## config.mk

```make
export PLATFORM = sky130hd
export DESIGN_NAME = bsg_manycore_fsb_master
export DESIGN_NICKNAME = d
export VERILOG_FILES = /design/src/rtl/bsg_manycore_fsb_master.sv
export SDC_FILE = /design/constraint.sdc
export NUM_CORES = 1
export LEC_CHECK = 0
export CAP_MARGIN = 20
export CORE_ASPECT_RATIO = 1.75
export CORE_MARGIN = 2
export CORE_UTILIZATION = 39
export DETAILED_ROUTE_END_ITERATION = 8
export PLACE_DENSITY = 0.88
export REMOVE_ABC_BUFFERS = 1
export SETUP_SLACK_MARGIN = 0.15
export SYNTH_ARGS = -nofsm -noshare
export SYNTH_HDL_FRONTEND = slang
export SYNTH_SLANG_ARGS = --single-unit
export TNS_END_PERCENT = 5
```

## constraint.sdc

```tcl
create_clock -name clk_i -period 4.2 [get_ports clk_i]
set_input_delay 1.05 -clock clk_i [delete_from_list [all_inputs] [get_ports clk_i]]
set_output_delay 1.05 -clock clk_i [all_outputs]
set_load 0.03 [all_outputs]
```

## src/rtl/bsg_manycore_fsb_master.sv

```systemverilog
// rtl/bsg_manycore_fsb_master.sv - host-side FSB ring master for a manycore client node
module bsg_manycore_fsb_master #(
  parameter int          ring_width_p     = 80,
  parameter logic [3:0]  dest_id_p        = 4'hA,
  parameter int          num_links_p      = 3,
  parameter int          packet_width_p   = 16,
  parameter int          remote_credits_p = 4,
  localparam int tag_width_lp  = (2*num_links_p <= 1) ? 1 : $clog2(2*num_links_p),
  localparam int link_width_lp = (num_links_p <= 1) ? 1 : $clog2(num_links_p),
  localparam int cred_width_lp = (remote_credits_p+1 <= 1) ? 1 : $clog2(remote_credits_p+1)
) (
  input  logic                               clk_i,
  input  logic                               reset_i,
  input  logic                               v_i,
  input  logic [link_width_lp-1:0]           link_i,
  input  logic [packet_width_p-1:0]          packet_i,
  output logic                               ready_o,
  output logic                               v_o,
  output logic [link_width_lp-1:0]           link_o,
  output logic [packet_width_p-1:0]          packet_o,
  input  logic                               yumi_i,
  output logic                               ring_v_o,
  output logic [ring_width_p-1:0]            ring_data_o,
  input  logic                               ring_yumi_i,
  input  logic                               ring_v_i,
  input  logic [ring_width_p-1:0]            ring_data_i,
  output logic                               ring_ready_o,
  output logic [num_links_p*cred_width_lp-1:0] credits_o,
  output logic [7:0]                         drop_count_o
);

  localparam logic [cred_width_lp-1:0] max_cred_lp = cred_width_lp'(remote_credits_p);

  logic [cred_width_lp-1:0] cred_q [num_links_p];
  logic [cred_width_lp-1:0] cred_d [num_links_p];
  logic                     slot_v_q, slot_v_d;
  logic [ring_width_p-1:0]  slot_data_q, slot_data_d;
  logic [link_width_lp-1:0] fifo_link_q [2];
  logic [link_width_lp-1:0] fifo_link_d [2];
  logic [packet_width_p-1:0] fifo_pkt_q [2];
  logic [packet_width_p-1:0] fifo_pkt_d [2];
  logic                     wr_ptr_q, wr_ptr_d, rd_ptr_q, rd_ptr_d;
  logic [1:0]               cnt_q, cnt_d;
  logic [7:0]               drop_q, drop_d;

  logic [cred_width_lp-1:0] tx_cred, rx_cred;
  logic                     tx_link_ok, accept;
  logic [ring_width_p-1:0]  tx_frame;
  logic [3:0]               rx_destid;
  logic                     rx_cmd, rx_fire, rx_hdr_ok, enq, credit_ret, deq, drop;
  logic [tag_width_lp-1:0]  rx_tag;
  logic [link_width_lp-1:0] rx_link;
  logic                     unused_ring_bits;

  assign unused_ring_bits = ^ring_data_i;

  always_comb begin
    tx_cred    = '0;
    rx_cred    = '0;
    tx_link_ok = 1'b0;
    for (int l = 0; l < num_links_p; l++) begin
      if (link_i == link_width_lp'(l)) begin
        tx_cred    = cred_q[l];
        tx_link_ok = 1'b1;
      end
      if (rx_link == link_width_lp'(l)) rx_cred = cred_q[l];
    end
  end

  // A link index beyond num_links_p has no counter and simply never becomes ready.
  assign ready_o = (!slot_v_q | ring_yumi_i) & tx_link_ok & (tx_cred != '0);
  assign accept  = v_i & ready_o;

  always_comb begin
    tx_frame = '0;
    tx_frame[ring_width_p-1 -: 4]            = dest_id_p;
    tx_frame[ring_width_p-5]                 = 1'b0;
    tx_frame[ring_width_p-6 -: tag_width_lp] = tag_width_lp'({link_i, 1'b0});
    tx_frame[packet_width_p-1:0]             = packet_i;
  end

  assign rx_destid    = ring_data_i[ring_width_p-1 -: 4];
  assign rx_cmd       = ring_data_i[ring_width_p-5];
  assign rx_tag       = ring_data_i[ring_width_p-6 -: tag_width_lp];
  assign rx_link      = link_width_lp'(rx_tag >> 1);
  assign ring_ready_o = (cnt_q != 2'd2);
  assign rx_fire      = ring_v_i & ring_ready_o;
  assign rx_hdr_ok    = (rx_destid == dest_id_p) & !rx_cmd
                      & (32'(rx_tag) < 32'(2*num_links_p));
  assign enq          = rx_fire & rx_hdr_ok & rx_tag[0];
  // Credit returns beyond the link's capacity are treated as garbage frames.
  assign credit_ret   = rx_fire & rx_hdr_ok & !rx_tag[0] & (rx_cred != max_cred_lp);
  assign drop         = rx_fire & !(enq | credit_ret);
  assign deq          = yumi_i & v_o;

  always_comb begin
    slot_v_d    = slot_v_q;
    slot_data_d = slot_data_q;
    if (accept) begin
      slot_v_d    = 1'b1;
      slot_data_d = tx_frame;
    end else if (ring_yumi_i) begin
      slot_v_d    = 1'b0;
    end

    for (int l = 0; l < num_links_p; l++) begin
      cred_d[l] = cred_q[l];
      if ((credit_ret && rx_link == link_width_lp'(l)) && !(accept && link_i == link_width_lp'(l)))
        cred_d[l] = cred_q[l] + 1'b1;
      else if (!(credit_ret && rx_link == link_width_lp'(l)) && (accept && link_i == link_width_lp'(l)))
        cred_d[l] = cred_q[l] - 1'b1;
    end

    fifo_link_d = fifo_link_q;
    fifo_pkt_d  = fifo_pkt_q;
    wr_ptr_d    = wr_ptr_q;
    rd_ptr_d    = rd_ptr_q;
    cnt_d       = cnt_q;
    if (enq) begin
      fifo_link_d[wr_ptr_q] = rx_link;
      fifo_pkt_d[wr_ptr_q]  = ring_data_i[packet_width_p-1:0];
      wr_ptr_d              = !wr_ptr_q;
    end
    if (deq) rd_ptr_d = !rd_ptr_q;
    if (enq && !deq)      cnt_d = cnt_q + 2'd1;
    else if (!enq && deq) cnt_d = cnt_q - 2'd1;

    drop_d = drop_q;
    if (drop && drop_q != 8'hFF) drop_d = drop_q + 8'd1;
  end

  always_ff @(posedge clk_i) begin
    if (reset_i) begin
      slot_v_q    <= 1'b0;
      slot_data_q <= '0;
      for (int l = 0; l < num_links_p; l++) cred_q[l] <= max_cred_lp;
      for (int e = 0; e < 2; e++) begin
        fifo_link_q[e] <= '0;
        fifo_pkt_q[e]  <= '0;
      end
      wr_ptr_q    <= 1'b0;
      rd_ptr_q    <= 1'b0;
      cnt_q       <= 2'd0;
      drop_q      <= 8'd0;
    end else begin
      slot_v_q    <= slot_v_d;
      slot_data_q <= slot_data_d;
      cred_q      <= cred_d;
      fifo_link_q <= fifo_link_d;
      fifo_pkt_q  <= fifo_pkt_d;
      wr_ptr_q    <= wr_ptr_d;
      rd_ptr_q    <= rd_ptr_d;
      cnt_q       <= cnt_d;
      drop_q      <= drop_d;
    end
  end

  assign ring_v_o     = slot_v_q;
  assign ring_data_o  = slot_data_q;
  assign v_o          = (cnt_q != 2'd0);
  assign link_o       = fifo_link_q[rd_ptr_q];
  assign packet_o     = fifo_pkt_q[rd_ptr_q];
  assign drop_count_o = drop_q;

  always_comb begin
    credits_o = '0;
    for (int l = 0; l < num_links_p; l++)
      credits_o[l*cred_width_lp +: cred_width_lp] = cred_q[l];
  end

endmodule

```

==> results.sh, run 1 <==
export IMPL_cts_htree_levels=3
export IMPL_synth_area_top_cells="dfxtp_1 39%, mux2i_1 14%, buf_4 12%, mux2_2 7.2%, nor2_1 6.7%"
export IMPL_drv_cap=0
export IMPL_crit_type="primary input to output pin"
export IMPL_max_freq_mhz=257
export IMPL_routed_via_density=4.72
export IMPL_io_pins=223
export IMPL_die_h_um=137
export IMPL_start_util=0.399
export IMPL_cts_tree="built"
export IMPL_r2r_end="credits_o[8]"
export IMPL_cts_buffers=9
export IMPL_grt_start_max_net_pins=50
export IMPL_antenna_found_initial=0
export IMPL_ys_warnings_count=0
export IMPL_hold_buffers=0
export IMPL_clock_sinks=77
export IMPL_synth_distinct_cells=40
export IMPL_detail_route_drc_violations=0
export IMPL_die_w_um=79.9
export IMPL_slew_headroom=0.267
export IMPL_path_max_fanout=4
export IMPL_ys_ff_latch=77
export IMPL_diodes=0
export IMPL_end_kind="output pin"
export IMPL_pwr_share_seq=0.410
export IMPL_drt_pass1_iter_count=4
export IMPL_start_kind="primary input"
export IMPL_power_density_nw_per_um2=376
export IMPL_place_port_buffers=106
export IMPL_syn_cell_area_um2=3930
export IMPL_outcome="complete, no violations"
export IMPL_finalHoldViolCount=0
export IMPL_post_drt_wl_per_cell_um=13.6
export IMPL_power_leakage_nw=2.26
export IMPL_layout_drive_gt1_share=0.112
export IMPL_yosys_area_top_type="dfxtp_1"
export IMPL_first_global_vias=2996
export IMPL_fin_crit_sh=0.927
export IMPL_ys_seq_area_frac=0.392
export IMPL_period_needed_ps=3890
export IMPL_layout_area_overhead_vs_synth_pct=31.7
export IMPL_skew_ps=5.27
export IMPL_synth_edf_count=0
export IMPL_final_cells=642
export IMPL_antenna_left=0
export IMPL_timing_rr_start="cnt_q[0]"
export IMPL_power_switching_mw=0.559
export IMPL_critPathRequiredTime_ps=3150
export IMPL_synth_top_cell_area_share=0.392
export IMPL_arrival_ps=2840
export IMPL_pwr_share_clk=0.395
export IMPL_rsz0062_at_grt="false"
export IMPL_async_reset_ff_frac=0
export IMPL_gr_total_overflow=0
export IMPL_die_area_um2=10900
export IMPL_cts_repair_resized=0
export IMPL_p_sw_frac=0.287
export IMPL_slew_viol_final=0
export IMPL_clkLatencyLatePin_ps=320
export IMPL_min_to="ring_data_o[74]"
export IMPL_ys_flop_type="dfxtp_1"
export IMPL_post_cts_repair_setup_buffers=0
export IMPL_combPwrFrac=0.195
export IMPL_hpwl_mm=6.68
export IMPL_core_um2=9850
export IMPL_clk_pin_slew_worst_paths_ps=60
export IMPL_hold_depth=2
export IMPL_r2r_slack_ps=1290
export IMPL_setup_viol=0
export IMPL_irDropWorstVdd_mv=0.231
export IMPL_grt_usage=0.165
export IMPL_drt_wl_total_mm=8.75
export IMPL_syn_instance_count=409
export IMPL_dr_first_iter_drc_count=66
export IMPL_p_int_mw=1.39
export IMPL_worstMarginPinSlew_ps=1100
export IMPL_gp_congestion=0.751
export IMPL_vias=3029
export IMPL_cts_buffer_depth=2
export IMPL_postSynthAreaPerCell_um2=9.61
export IMPL_place_inst=626
export IMPL_power_mw=1.95
export IMPL_r2r_cells=11
export IMPL_min_path_type="flip-flop to flip-flop"
export IMPL_rows=48
export IMPL_grt_pass1_wl_mm=14.1
export IMPL_hp_start="ring_data_o[74]"
export IMPL_clockRootBuffer="clkbuf_16"
export IMPL_nets=624
routing by layer:
layer / global-route usage / part of all wire
met1: 0.170 / 0.37
met2: 0.303 / 0.54
met3: 0.0501 / 0.073
met4: 0.0687 / 0.017
met5: 0 / 0
sequential cells by signal (all words and copies together) (netlist names):
signal,count
fifo_pkt_q,32
credits_o,9
fifo_link_q,4
drop_count_o,8
cnt_q,2
ring_data_o,19
ring_v_o,1
wr_ptr_q,1
rd_ptr_q,1
logic make-up (layout without fill, tap and decap cells):
| kind of cell | Yosys count | in the layout | synth area share |
|---|---|---|---|
| adders and majority gates | 8 | 8 | 0.0312 |
| AOI/OAI and AO/OA | 22 | 22 | 0.0347 |
| other | 1 | 60 | 0.000954 |
| muxes | 81 | 81 | 0.214 |
| DFF | 77 | 77 | 0.392 |
| buffers and inverters | 85 | 134 | 0.145 |
| xor gates and xnor gates | 10 | 10 | 0.0223 |
| and+or+nand+nor | 125 | 125 | 0.159 |
how the worst max path moves through the flow:
| stage | endpoint | slack, ps | cells after the start | from |
|---|---|---|---|---|
| 2_1_floorplan | credits_o[2] | -250 | 9 | link_i[0] |
| 3_3_place_gp | credits_o[8] | 60 | 12 | ring_data_i[79] |
| 3_5_place_dp | credits_o[8] | 20 | 12 | ring_data_i[79] |
| 4_1_cts | ready_o | 310 | 5 | link_i[1] |
| 5_1_grt | credits_o[2] | 200 | 12 | ring_data_i[79] |
| 6_report | ready_o | 310 | 5 | link_i[1] |
cell usage in the layout, fill, tap and decap left out, types with 2 or more instances in the layout:
| cell type | n |
|---|---|
| fa_1 | 3 |
| nor2b_1 | 8 |
| nor2_1 | 70 |
| nand3_1 | 5 |
| clkdlybuf4s50_1 | 105 |
| clkbuf_16 | 9 |
| nand4_1 | 4 |
| dfxtp_1 | 77 |
| clkinvlp_4 | 4 |
| buf_4 | 6 |
| or3b_2 | 3 |
| conb_1 | 60 |
| a21oi_1 | 11 |
| ha_1 | 5 |
| nand2_1 | 7 |
| nor4bb_1 | 3 |
| and3_1 | 2 |
| xor2_1 | 9 |
| nor3_1 | 6 |
| or2_2 | 3 |
| o21ai_0 | 4 |
| nand2b_1 | 3 |
| mux2_2 | 25 |
| nor4b_1 | 4 |
| o211a_1 | 2 |
| inv_1 | 6 |
| mux2i_1 | 56 |
| or3_1 | 2 |
critical path, stage by stage:
cell             delay (ps)
clkdlybuf4s50_1         460
nor4b_1                 170
o22ai_1                 230
o211a_1                 240
clkdlybuf4s50_1         690
final cells by class:
class | instances | area, um^2
sequential | 77 | 1540
multi-input combinational | 306 | 2050
timing repair buffer | 112 | 1100
clock buffer | 11 | 243
tap | 125 | 156
inverter | 6 | 22.5
clock inverter | 5 | 60.1
fill | 887 | 4670
power groups by stage:
stage / sequential (mW) / clock [mW] / combinational (mW)
final: 0.798 / 0.770 / 0.380
after global placement: 0.810 / 0 / 0.371
after detailed placement: 0.814 / 0 / 0.380
after floorplan: 0.850 / 0 / 0.190
after CTS: 0.798 / 0.797 / 0.382
after global routing: 0.803 / 0.821 / 0.408
synthesized netlist by cell type, drive strengths merged, types with 2 or more instances:
cell type and instances:
a21oi 11, and3 2, buf 69, clkbuf 10
dfxtp 77, fa 3, ha 5, inv 6
mux2 25, mux2i 56, nand2 7, nand2b 3
nand3 5, nand4 5, nor2 70, nor2b 8
nor3 6, nor4b 4, nor4bb 3, o211a 2
o21ai 4, or2 3, or3 2, or3b 3
xor2 9
through the flow:
stage | TNS, ps | worst slack, ps | utilization | hold WS (ps) | area, um^2
2_1_floorplan | -4030 | -249 | - | 456 | 3600
3_3_place_gp | 0 | 61.6 | 0.495 | 446 | 4870
3_5_place_dp | 0 | 19.3 | 0.495 | 450 | 4870
4_1_cts | 0 | 306 | 0.526 | 459 | 5180
5_1_grt | 0 | 202 | 0.526 | 489 | 5180
6_report | 0 | 309 | 0.526 | 456 | 5180
(Power assumes the default switching activity.)
==> run 2, diff against run 1 <==
==> constraint.sdc (replaced) <==
create_clock -name clk_i -period 4.2 [get_ports clk_i]
set_input_delay 1.05 -clock clk_i [delete_from_list [all_inputs] [get_ports clk_i]]
set_output_delay 1.05 -clock clk_i [all_outputs]
set_load 0.02 [all_outputs]
==> results of run 2 <==
Same layout as run 1 (identical final DEF). Status: complete, no violations.
Among the figures that moved: setup slack after layout 309 ps -> 375 ps; total power 1.95 mW -> 1.90 mW; worst IR drop on VDD 0.231 mV -> 0.227 mV
==> run 3, diff against run 2 <==
--- a/config.mk
+++ b/config.mk
@@ -5,6 +5,7 @@
 export SDC_FILE = /design/constraint.sdc
 export NUM_CORES = 1
 export LEC_CHECK = 0
+export ABC_CLOCK_PERIOD_IN_PS = 4200
 export CAP_MARGIN = 20
 export CORE_ASPECT_RATIO = 1.75
 export CORE_MARGIN = 2
==> results of run 3 <==
Same layout as run 1 (identical final DEF). Status: complete, no violations.
Among the figures that moved: setup slack after layout 309 ps -> 375 ps; total power 1.95 mW -> 1.90 mW; worst IR drop on VDD 0.231 mV -> 0.227 mV
